### src/rtl/seg_pkg.sv
// Shared constants for the 6-digit 7-segment display path: segment patterns,
// digit select codes and the select decoder used by the capture block.
package seg_pkg;

   localparam int NUM_DIGITS = 6;
   localparam int NUM_W      = 24;

   // Active-low segment patterns, bit7..bit1 = a..g, bit0 = dp (off)
   localparam logic [7:0] SEG_0 = 8'h03;
   localparam logic [7:0] SEG_1 = 8'h9F;
   localparam logic [7:0] SEG_2 = 8'h25;
   localparam logic [7:0] SEG_3 = 8'h0D;
   localparam logic [7:0] SEG_4 = 8'h99;
   localparam logic [7:0] SEG_5 = 8'h49;
   localparam logic [7:0] SEG_6 = 8'h41;
   localparam logic [7:0] SEG_7 = 8'h1F;
   localparam logic [7:0] SEG_8 = 8'h01;
   localparam logic [7:0] SEG_9 = 8'h09;
   localparam logic [7:0] SEG_A = 8'h05;
   localparam logic [7:0] SEG_B = 8'hC1;
   localparam logic [7:0] SEG_C = 8'h63;
   localparam logic [7:0] SEG_D = 8'h85;
   localparam logic [7:0] SEG_E = 8'h61;
   localparam logic [7:0] SEG_F = 8'h71;

   localparam logic [5:0] SEL_D0    = 6'b011111;
   localparam logic [5:0] SEL_D1    = 6'b101111;
   localparam logic [5:0] SEL_D2    = 6'b110111;
   localparam logic [5:0] SEL_D3    = 6'b111011;
   localparam logic [5:0] SEL_D4    = 6'b111101;
   localparam logic [5:0] SEL_D5    = 6'b111110;
   localparam logic [5:0] SEL_BLANK = 6'b111111;

   typedef enum logic [1:0] {SEL_NONE, SEL_ONE, SEL_MULTI} sel_kind_e;

   typedef struct packed {
      sel_kind_e  kind;
      logic [2:0] idx;
   } sel_dec_t;

   typedef enum logic {ST_IDLE, ST_COLLECT} cap_state_e;

   function automatic sel_dec_t sel_decode(input logic [5:0] ncs);
      sel_dec_t d;
      d.kind = SEL_MULTI;
      d.idx  = 3'd0;
      case (ncs)
         SEL_D0:    begin d.kind = SEL_ONE; d.idx = 3'd0; end
         SEL_D1:    begin d.kind = SEL_ONE; d.idx = 3'd1; end
         SEL_D2:    begin d.kind = SEL_ONE; d.idx = 3'd2; end
         SEL_D3:    begin d.kind = SEL_ONE; d.idx = 3'd3; end
         SEL_D4:    begin d.kind = SEL_ONE; d.idx = 3'd4; end
         SEL_D5:    begin d.kind = SEL_ONE; d.idx = 3'd5; end
         SEL_BLANK: d.kind = SEL_NONE;
         default:   d.kind = SEL_MULTI;
      endcase
      return d;
   endfunction

endpackage

### src/rtl/seg8_rev_lut.sv
// Reverse segment lookup: a..g pattern back to a hex nibble, flagging
// patterns that no hex digit produces.
module seg8_rev_lut
   import seg_pkg::*;
(
   input  logic [6:0] i_seg,
   output logic       o_valid,
   output logic [3:0] o_nibble
);

   always_comb begin
      o_valid  = 1'b1;
      o_nibble = 4'h0;
      case (i_seg)
         SEG_0[7:1]: o_nibble = 4'h0;
         SEG_1[7:1]: o_nibble = 4'h1;
         SEG_2[7:1]: o_nibble = 4'h2;
         SEG_3[7:1]: o_nibble = 4'h3;
         SEG_4[7:1]: o_nibble = 4'h4;
         SEG_5[7:1]: o_nibble = 4'h5;
         SEG_6[7:1]: o_nibble = 4'h6;
         SEG_7[7:1]: o_nibble = 4'h7;
         SEG_8[7:1]: o_nibble = 4'h8;
         SEG_9[7:1]: o_nibble = 4'h9;
         SEG_A[7:1]: o_nibble = 4'hA;
         SEG_B[7:1]: o_nibble = 4'hB;
         SEG_C[7:1]: o_nibble = 4'hC;
         SEG_D[7:1]: o_nibble = 4'hD;
         SEG_E[7:1]: o_nibble = 4'hE;
         SEG_F[7:1]: o_nibble = 4'hF;
         default:    o_valid  = 1'b0;
      endcase
   end

endmodule

### src/rtl/seg_scan_capture.sv
// Captures a scanned 6-digit 7-segment display back into a 24-bit value,
// with per-digit stability filtering, frame assembly and timeout.
module seg_scan_capture
   import seg_pkg::*;
#(
   parameter int STABLE_CYC  = 1,
   parameter int TIMEOUT_CYC = 64
) (
   input  logic        clk,
   input  logic        rst_n,
   input  logic [7:0]  seg_leds,
   input  logic [5:0]  seg_ncs,
   output logic [23:0] num,
   output logic        num_valid,
   output logic        frame_err,
   output logic [5:0]  digit_mask
);

   localparam logic [3:0]  STAB_TGT = 4'(STABLE_CYC);
   localparam logic [15:0] TMO_TGT  = 16'(TIMEOUT_CYC);

   function automatic logic [3:0] sat_inc4(input logic [3:0] v);
      return (v == 4'hF) ? v : v + 4'd1;
   endfunction

   logic [7:0]            r_leds_p0, r_leds_p1;
   logic [5:0]            r_ncs_p0, r_ncs_p1;
   logic [3:0]            r_stab;
   cap_state_e            r_state;
   logic [NUM_DIGITS-1:0] r_mask;
   logic [NUM_W-1:0]      r_shadow;
   logic [NUM_W-1:0]      r_num;
   logic                  r_valid;
   logic                  r_err;
   logic [15:0]           r_tmo;

   sel_dec_t              w_dec;
   logic                  w_same;
   logic [3:0]            w_stab_nxt;
   logic                  w_act;
   logic                  w_lut_vld;
   logic [3:0]            w_lut_nib;
   logic                  w_accept;
   logic                  w_bad;
   logic [NUM_DIGITS-1:0] w_bit;
   logic [NUM_DIGITS-1:0] w_mask_set;
   logic                  w_commit;
   logic                  w_tmo_hit;
   logic [NUM_W-1:0]      w_shadow_nxt;

   seg8_rev_lut u_lut (
      .i_seg    (r_leds_p0[7:1]),
      .o_valid  (w_lut_vld),
      .o_nibble (w_lut_nib)
   );

   // p0: registered bus sample, p1: previous sample for the stability compare
   always_ff @(posedge clk or negedge rst_n) begin
      if (!rst_n) begin
         r_leds_p0 <= 8'hFF;
         r_ncs_p0  <= SEL_BLANK;
         r_leds_p1 <= 8'hFF;
         r_ncs_p1  <= SEL_BLANK;
         r_stab    <= 4'd0;
      end else begin
         r_leds_p0 <= seg_leds;
         r_ncs_p0  <= seg_ncs;
         r_leds_p1 <= r_leds_p0;
         r_ncs_p1  <= r_ncs_p0;
         r_stab    <= w_stab_nxt;
      end
   end

   assign w_dec  = sel_decode(r_ncs_p0);
   assign w_same = ({r_ncs_p0, r_leds_p0} == {r_ncs_p1, r_leds_p1});

   always_comb begin
      w_stab_nxt = 4'd0;
      if (w_dec.kind == SEL_NONE)
         w_stab_nxt = 4'd0;
      else if (!w_same)
         w_stab_nxt = 4'd1;
      else
         w_stab_nxt = sat_inc4(r_stab);
   end

   // A run fires once: on reaching the target, never again while saturated
   assign w_act      = (w_dec.kind != SEL_NONE) && (w_stab_nxt == STAB_TGT) &&
                       (!w_same || (r_stab != STAB_TGT));
   assign w_accept   = w_act && (w_dec.kind == SEL_ONE) && w_lut_vld;
   assign w_bad      = w_act && !w_accept;
   assign w_bit      = NUM_DIGITS'(1) << w_dec.idx;
   assign w_mask_set = r_mask | w_bit;
   assign w_commit   = w_accept && (&w_mask_set);
   assign w_tmo_hit  = ((r_tmo + 16'd1) == TMO_TGT);

   always_comb begin
      w_shadow_nxt = r_shadow;
      w_shadow_nxt[{w_dec.idx, 2'b00} +: 4] = w_lut_nib;
   end

   // Frame assembly FSM, all outputs registered
   always_ff @(posedge clk or negedge rst_n) begin
      if (!rst_n) begin
         r_state  <= ST_IDLE;
         r_mask   <= '0;
         r_shadow <= '0;
         r_num    <= '0;
         r_valid  <= 1'b0;
         r_err    <= 1'b0;
         r_tmo    <= 16'd0;
      end else begin
         r_valid <= 1'b0;
         r_err   <= 1'b0;
         case (r_state)
            ST_IDLE: begin
               r_tmo <= 16'd0;
               if (w_bad) begin
                  r_err <= 1'b1;
               end else if (w_accept) begin
                  r_shadow <= w_shadow_nxt;
                  r_mask   <= w_bit;
                  r_state  <= ST_COLLECT;
               end
            end
            ST_COLLECT: begin
               if (w_bad) begin
                  r_err   <= 1'b1;
                  r_mask  <= '0;
                  r_tmo   <= 16'd0;
                  r_state <= ST_IDLE;
               end else if (w_accept) begin
                  r_shadow <= w_shadow_nxt;
                  r_tmo    <= 16'd0;
                  if (w_commit) begin
                     r_num   <= w_shadow_nxt;
                     r_valid <= 1'b1;
                     r_mask  <= '0;
                     r_state <= ST_IDLE;
                  end else begin
                     r_mask <= w_mask_set;
                  end
               end else if (w_tmo_hit) begin
                  r_err   <= 1'b1;
                  r_mask  <= '0;
                  r_tmo   <= 16'd0;
                  r_state <= ST_IDLE;
               end else begin
                  r_tmo <= r_tmo + 16'd1;
               end
            end
            default: r_state <= ST_IDLE;
         endcase
      end
   end

   assign num        = r_num;
   assign num_valid  = r_valid;
   assign frame_err  = r_err;
   assign digit_mask = r_mask;

endmodule

### config.mk
export PLATFORM = sky130hd
export DESIGN_NAME = seg_scan_capture
export DESIGN_NICKNAME = d
export VERILOG_FILES = /design/src/rtl/seg_pkg.sv /design/src/rtl/seg8_rev_lut.sv /design/src/rtl/seg_scan_capture.sv
export SDC_FILE = /design/constraint.sdc
export NUM_CORES = 1
export LEC_CHECK = 0
export CORE_MARGIN = 2
export CORE_UTILIZATION = 40
export CTS_CLUSTER_DIAMETER = 100
export DETAILED_ROUTE_END_ITERATION = 16
export SYNTH_ARGS = -nofsm -noshare
export SYNTH_HDL_FRONTEND = slang
export SYNTH_HIERARCHICAL = 1
export SYNTH_SLANG_ARGS = --single-unit
export TNS_END_PERCENT = 10
### constraint.sdc
create_clock -name clk -period 4 [get_ports clk]
set_input_delay 0.8 -clock clk [delete_from_list [all_inputs] [get_ports clk]]
set_output_delay 0.8 -clock clk [all_outputs]
set_load 0.01 [all_outputs]
-- Word-level counts from Yosys, hierarchy flattened
Index checks and enable logic that the tools add are counted.
- $add $sub $neg: 3
- mux-type cells: 37
- $mul: 0
- bitwise gates (word level): 3
- magnitude comparators: 0
- divide/modulo/power cells: 0
- shift-type cells: 3
- reduce and logical (&&, ||, !) cells: 18
- equality and inequality tests: 31
- operators by type and width (cell ; count):
    4-bit case mux with 15 select lines ; 1
    16-bit two-way mux ; 3
    24-bit two-way mux ; 2
    6-bit == test, second input constant ; 6
    6-bit two-way mux ; 6
    7-bit by 6-bit == test with 1-bit output, second input constant ; 5
    16-bit case mux with 2 select lines ; 1
    7-bit == test, second input constant ; 4
    24-bit bitwise mux ; 1
    4-bit by 7-bit variable shift with 24-bit output, first input constant ; 1
    4-bit by 7-bit indexed part select with 24-bit output ; 1
    16-bit by 1-bit adder with 16-bit output, second input constant ; 1
    16-bit by 7-bit == test with 1-bit output, second input constant ; 1
    16-bit OR reduction ; 1
    1-bit two-way mux ; 15
    3-bit case mux with 5 select lines ; 1
    14-bit == test ; 1
    7-bit by 3-bit == test with 1-bit output, second input constant ; 2
    4-bit two-way mux ; 3
    6-bit case mux with 2 select lines ; 1
    4-bit by 1-bit inequality test with 1-bit output, second input constant ; 2
    7-bit by 1-bit == test with 1-bit output, second input constant ; 1
    7-bit by 2-bit == test with 1-bit output, second input constant ; 1
    7-bit by 4-bit == test with 1-bit output, second input constant ; 1
    24 further kinds ; 33
- latch bits: 0
- bits of input ports: 16
- output and inout bits: 32
- memories: 0
- word-level logic and storage cells: 107
- bits in writable memories: 0
- ROM bits: 0
- flip-flop bits (word level): 105

-- Longest topological paths before layout
- depth after elaboration: 15
- depth in mapped cells: 13
- mapped depth without buffers: 11

-- Cells and area by module
Netlist, hierarchy kept.
- by module, submodules not included (module ; area an instance (µm²) ; sequential area each (µm²) ; cells an instance ; times used):
    seg_scan_capture ; 5054.8 ; 2662.6 ; 447 ; 1
    seg8_rev_lut ; 321.6 ; 0.0 ; 53 ; 1

-- Least setup slack after synthesis
Ideal clock, no wire load.
- path type: register to register
- start point: register r_ncs_p0[5]
- end point: register r_shadow[0]
- arrival time: 3.010 ns
- library setup time: 0.125 ns
- cell stages (with the launch flop): 11
- clock period less this slack: 3.135 ns
- slack: 0.865 ns
- cell sequence: dfstp_2 clkbuf_1 nand3_1 a211oi_1 inv_1 ha_1 ha_1 nor2_1 nand3_1 nor2_1 mux2_2
- longest elaborated chain between the ends: 14
- elaborated cells on any way between the ends: 33
- RTL lines (item ; RTL line ; source):
    start, declared ; seg_scan_capture.sv:27 ; logic [5:0] r_ncs_p0, r_ncs_p1;
    start signal, assigned ; seg_scan_capture.sv:67 ; r_ncs_p0 <= seg_ncs;
    parallel branches: the longest is 14 deep, another holds 5-bit negator with 7-bit output ; -- ;
    end signal, assigned ; seg_scan_capture.sv:121 ; r_shadow <= w_shadow_nxt;
    end signal, assigned ; seg_scan_capture.sv:133 ; r_shadow <= w_shadow_nxt;
    end, declared ; seg_scan_capture.sv:31 ; logic [NUM_W-1:0] r_shadow;
Parallel ways; which one is timed is not known. The select of a mux whose other input is x is not followed.
A chain may end at the register's enable or synchronous reset.

-- Worst setup path after layout
- start point: register r_ncs_p0[4]
- end point: register r_shadow[16]
Same word-level chain as after synthesis.

==> impl_metrics.env <==
export IMPL_insertedDiodeCount=0
export IMPL_cpPeakStageDelay_ns=0.67
export IMPL_cts_made_buffers=9
export IMPL_startpoint="r_ncs_p0[4]"
export IMPL_first_global_vias=3789
export IMPL_gp_congestion=0.837
export IMPL_async_reset_ff_frac=1.00
export IMPL_final_cells=718
export IMPL_startpoint_type="register"
export IMPL_synth_avg_cell_area_sq_um=10.8
export IMPL_drc=0
export IMPL_rr_endpoint="r_shadow[16]"
export IMPL_fin_crit_sh=0.864
export IMPL_drt_wl_total_mm=10.8
export IMPL_synth_area_sq_um=5380
export IMPL_htreeDepth=3
export IMPL_die_h_um=120
export IMPL_crit_arrival_ns=3.69
export IMPL_rsz0062_at_grt="no"
export IMPL_vias_per_cell=5.21
export IMPL_ir_worst_vdd_mv=0.287
export IMPL_cts_tree="yes"
export IMPL_max_slew_margin_rel=0.340
export IMPL_regToRegSetupSlack_ns=0.54
export IMPL_synth_distinct_cells=72
export IMPL_drive_gt1_frac=0.175
export IMPL_slowest_stage="a211oi_1"
export IMPL_worst_pin_slew_ns=0.990
export IMPL_wl_per_cell_um=15.0
export IMPL_setup_violations=0
export IMPL_start_util=0.408
export IMPL_required_ns=4.23
export IMPL_first_iter_violations=213
export IMPL_firstDrtPassIters=4
export IMPL_cts_resized_gates=0
export IMPL_post_place_ws_ns=0.531
export IMPL_endpoint_kind="register"
export IMPL_clock_sinks=105
export IMPL_cp_cell_sequence="xnor2_1 -> a211oi_1 -> inv_1 -> ha_1 -> ha_1 -> and2_1 -> nand3b_1 -> nor2_2 -> mux2_2"
export IMPL_vias=3743
export IMPL_ys_ff_latch=105
export IMPL_synth_edf_count=0
export IMPL_fin_area_sq_um=6240
export IMPL_grt_ovfl_total=0
export IMPL_io_pins=48
export IMPL_ant_nets=0
export IMPL_ys_seq_area_frac=0.495
export IMPL_grt_pass1_wl_mm=19.0
export IMPL_endpoint="r_shadow[16]"
export IMPL_power_mw=2.10
export IMPL_cap_violations=0
export IMPL_status="finished, final reports clean"
export IMPL_area_delta_synth_final_pct=16.1
export IMPL_die_w_um=120
export IMPL_insertion_delay_ns=0.35
export IMPL_synthFlopType="dfrtp_1"
export IMPL_rr_startpoint="r_ncs_p0[4]"
export IMPL_r2r_cells=9
export IMPL_cp_common_cell="ha_1"
export IMPL_placed_cell_area_sq_um=5950
export IMPL_grt_max_degree=79
export IMPL_synth_nets=525
export IMPL_leakagePower_nw=2.53
export IMPL_layout_setup_ws_ns=0.542
export IMPL_cts_buffer_depth=2
export IMPL_path_buf_inv=1
export IMPL_core_area_sq_um=13200
export IMPL_cts_clk_slew_worst_paths_ns=0.07
export IMPL_cp_max_fo=11
export IMPL_dieArea_sq_um=14400
export IMPL_fin_util=0.473
export IMPL_slew_viol_final=0
export IMPL_cp_top_family="simple AND/OR/NAND/NOR gates"
export IMPL_num_rows=42
export IMPL_fmax_mhz=289
export IMPL_clock_skew_ns=0.00637
export IMPL_post_cts_buffers=0
export IMPL_dp_cells=702
export IMPL_nets=562
export IMPL_hold_slack_ns=0.369
export IMPL_ys_warn_count=6
export IMPL_min_path_type="register to register"
export IMPL_p_per_area_nw_per_um2=336
export IMPL_track_usage=0.165
export IMPL_syn_inst=500
export IMPL_period_minus_slack_ns=3.46
export IMPL_cts_root_buf="clkbuf_16"
export IMPL_io_buffers=47
export IMPL_tns_ns=0
export IMPL_worst_path_stages=9
export IMPL_hold_buffers=0
export IMPL_crit_type="register to register"
export IMPL_antenna_found_initial=0
export IMPL_finalHoldViolCount=0
export IMPL_hpwl_mm=7.73
-- final cells by class --
type | instances | area [sq um]
fillers | 1223 | 6950
flip-flops and latches | 105 | 2660
multi-input cells | 360 | 2530
repair buffers | 50 | 490
clock buffers | 13 | 270
well taps | 176 | 220
inverters | 11 | 41.3
clock inverters | 3 | 20.0
-- flip-flops by register name (all words and copies together), names as in the netlist --
name	cells
num	24
r_shadow	24
r_tmo	16
r_leds_p0	8
r_leds_p1	8
digit_mask	6
r_ncs_p0	6
r_ncs_p1	6
r_stab	4
frame_err	1
num_valid	1
r_state	1
-- kinds of logic (layout without fill, tap and decap cells) --
logic type	after synthesis	count (layout)	synth area share
AO/OA/AOI/OAI	89	89	0.112
XOR/XNOR	34	34	0.0554
adder cells (fa/ha/maj)	9	9	0.0209
buffers and inverters	35	77	0.0333
flip-flops	105	105	0.495
multiplexers	47	47	0.0931
AND/OR/NAND/NOR	181	181	0.190
-- worst register-to-register path, stage by stage (launching register included) --
cell      delay [ns]
dfstp_2         0.65
xnor2_1         0.10
a211oi_1        0.67
inv_1           0.18
ha_1            0.27
ha_1            0.38
and2_1          0.18
nand3b_1        0.27
nor2_2          0.28
mux2_2          0.36
-- power breakdown --
group	switching [mW]	internal (mW)	total [mW]
registers	0.0298	1.09	1.12
logic	0.0691	0.0514	0.121
clock network	0.378	0.475	0.853
total	0.477	1.62	2.10
-- synthesized netlist by cell type, types with 3 or more instances --
library cell	n	area share
nand4_1	8	0.0093
nor2b_1	3	0.0035
xnor2_1	13	0.021
a31oi_1	5	0.0058
and2_1	7	0.0081
nand3_2	3	0.0056
o31ai_1	5	0.0070
inv_1	10	0.0070
ha_1	9	0.021
xor2_1	21	0.034
or4_1	4	0.0056
nand2_1	48	0.034
a211oi_1	5	0.0070
o21ai_0	31	0.029
clkbuf_1	10	0.0070
or3_1	3	0.0035
o21ai_1	7	0.0065
nand3_1	15	0.014
and3_1	17	0.020
nand3b_1	4	0.0056
mux2i_1	23	0.043
nor3_1	12	0.011
mux2_2	24	0.050
buf_6	4	0.0084
a21oi_1	13	0.012
dfrtp_1	77	0.36
buf_2	7	0.0065
nor2_1	32	0.022
a2111oi_0	3	0.0049
nor3b_1	3	0.0042
dfstp_2	28	0.14
-- how the worst min path moves through the flow --
stage	startpoint	endpoint	slack, ns	cells past startpoint
detailed placement	r_leds_p0[0]	r_leds_p1[0]	0.37	0
floorplan	r_ncs_p0[2]	r_ncs_p1[2]	0.35	0
CTS	r_leds_p0[0]	r_leds_p1[0]	0.37	0
global route	r_leds_p0[0]	r_leds_p1[0]	0.38	0
finish	r_leds_p0[0]	r_leds_p1[0]	0.37	0
global placement	r_leds_p0[0]	r_leds_p1[0]	0.36	0
-- per-layer routing --
layer	global-route usage	routed length (um)	up-vias
met2	0.261	5000	61
met4	0.0551	172	0
met3	0.0337	376	14
li1	-	-	1864
met1	0.227	5210	1804
met5	0	0	-
-- layout by cell type (no fill, tap or decap), drive strengths merged, types with 17 or more instances in the layout --
cell and count:
dfstp 28, mux2i 23, nand3 18, xor2 21
mux2 24, o21ai 38, and3 17, nand2 49
nor2 33, clkdlybuf4s50 46, dfrtp 77
No activity file was read; power rests on OpenSTA's default activity.
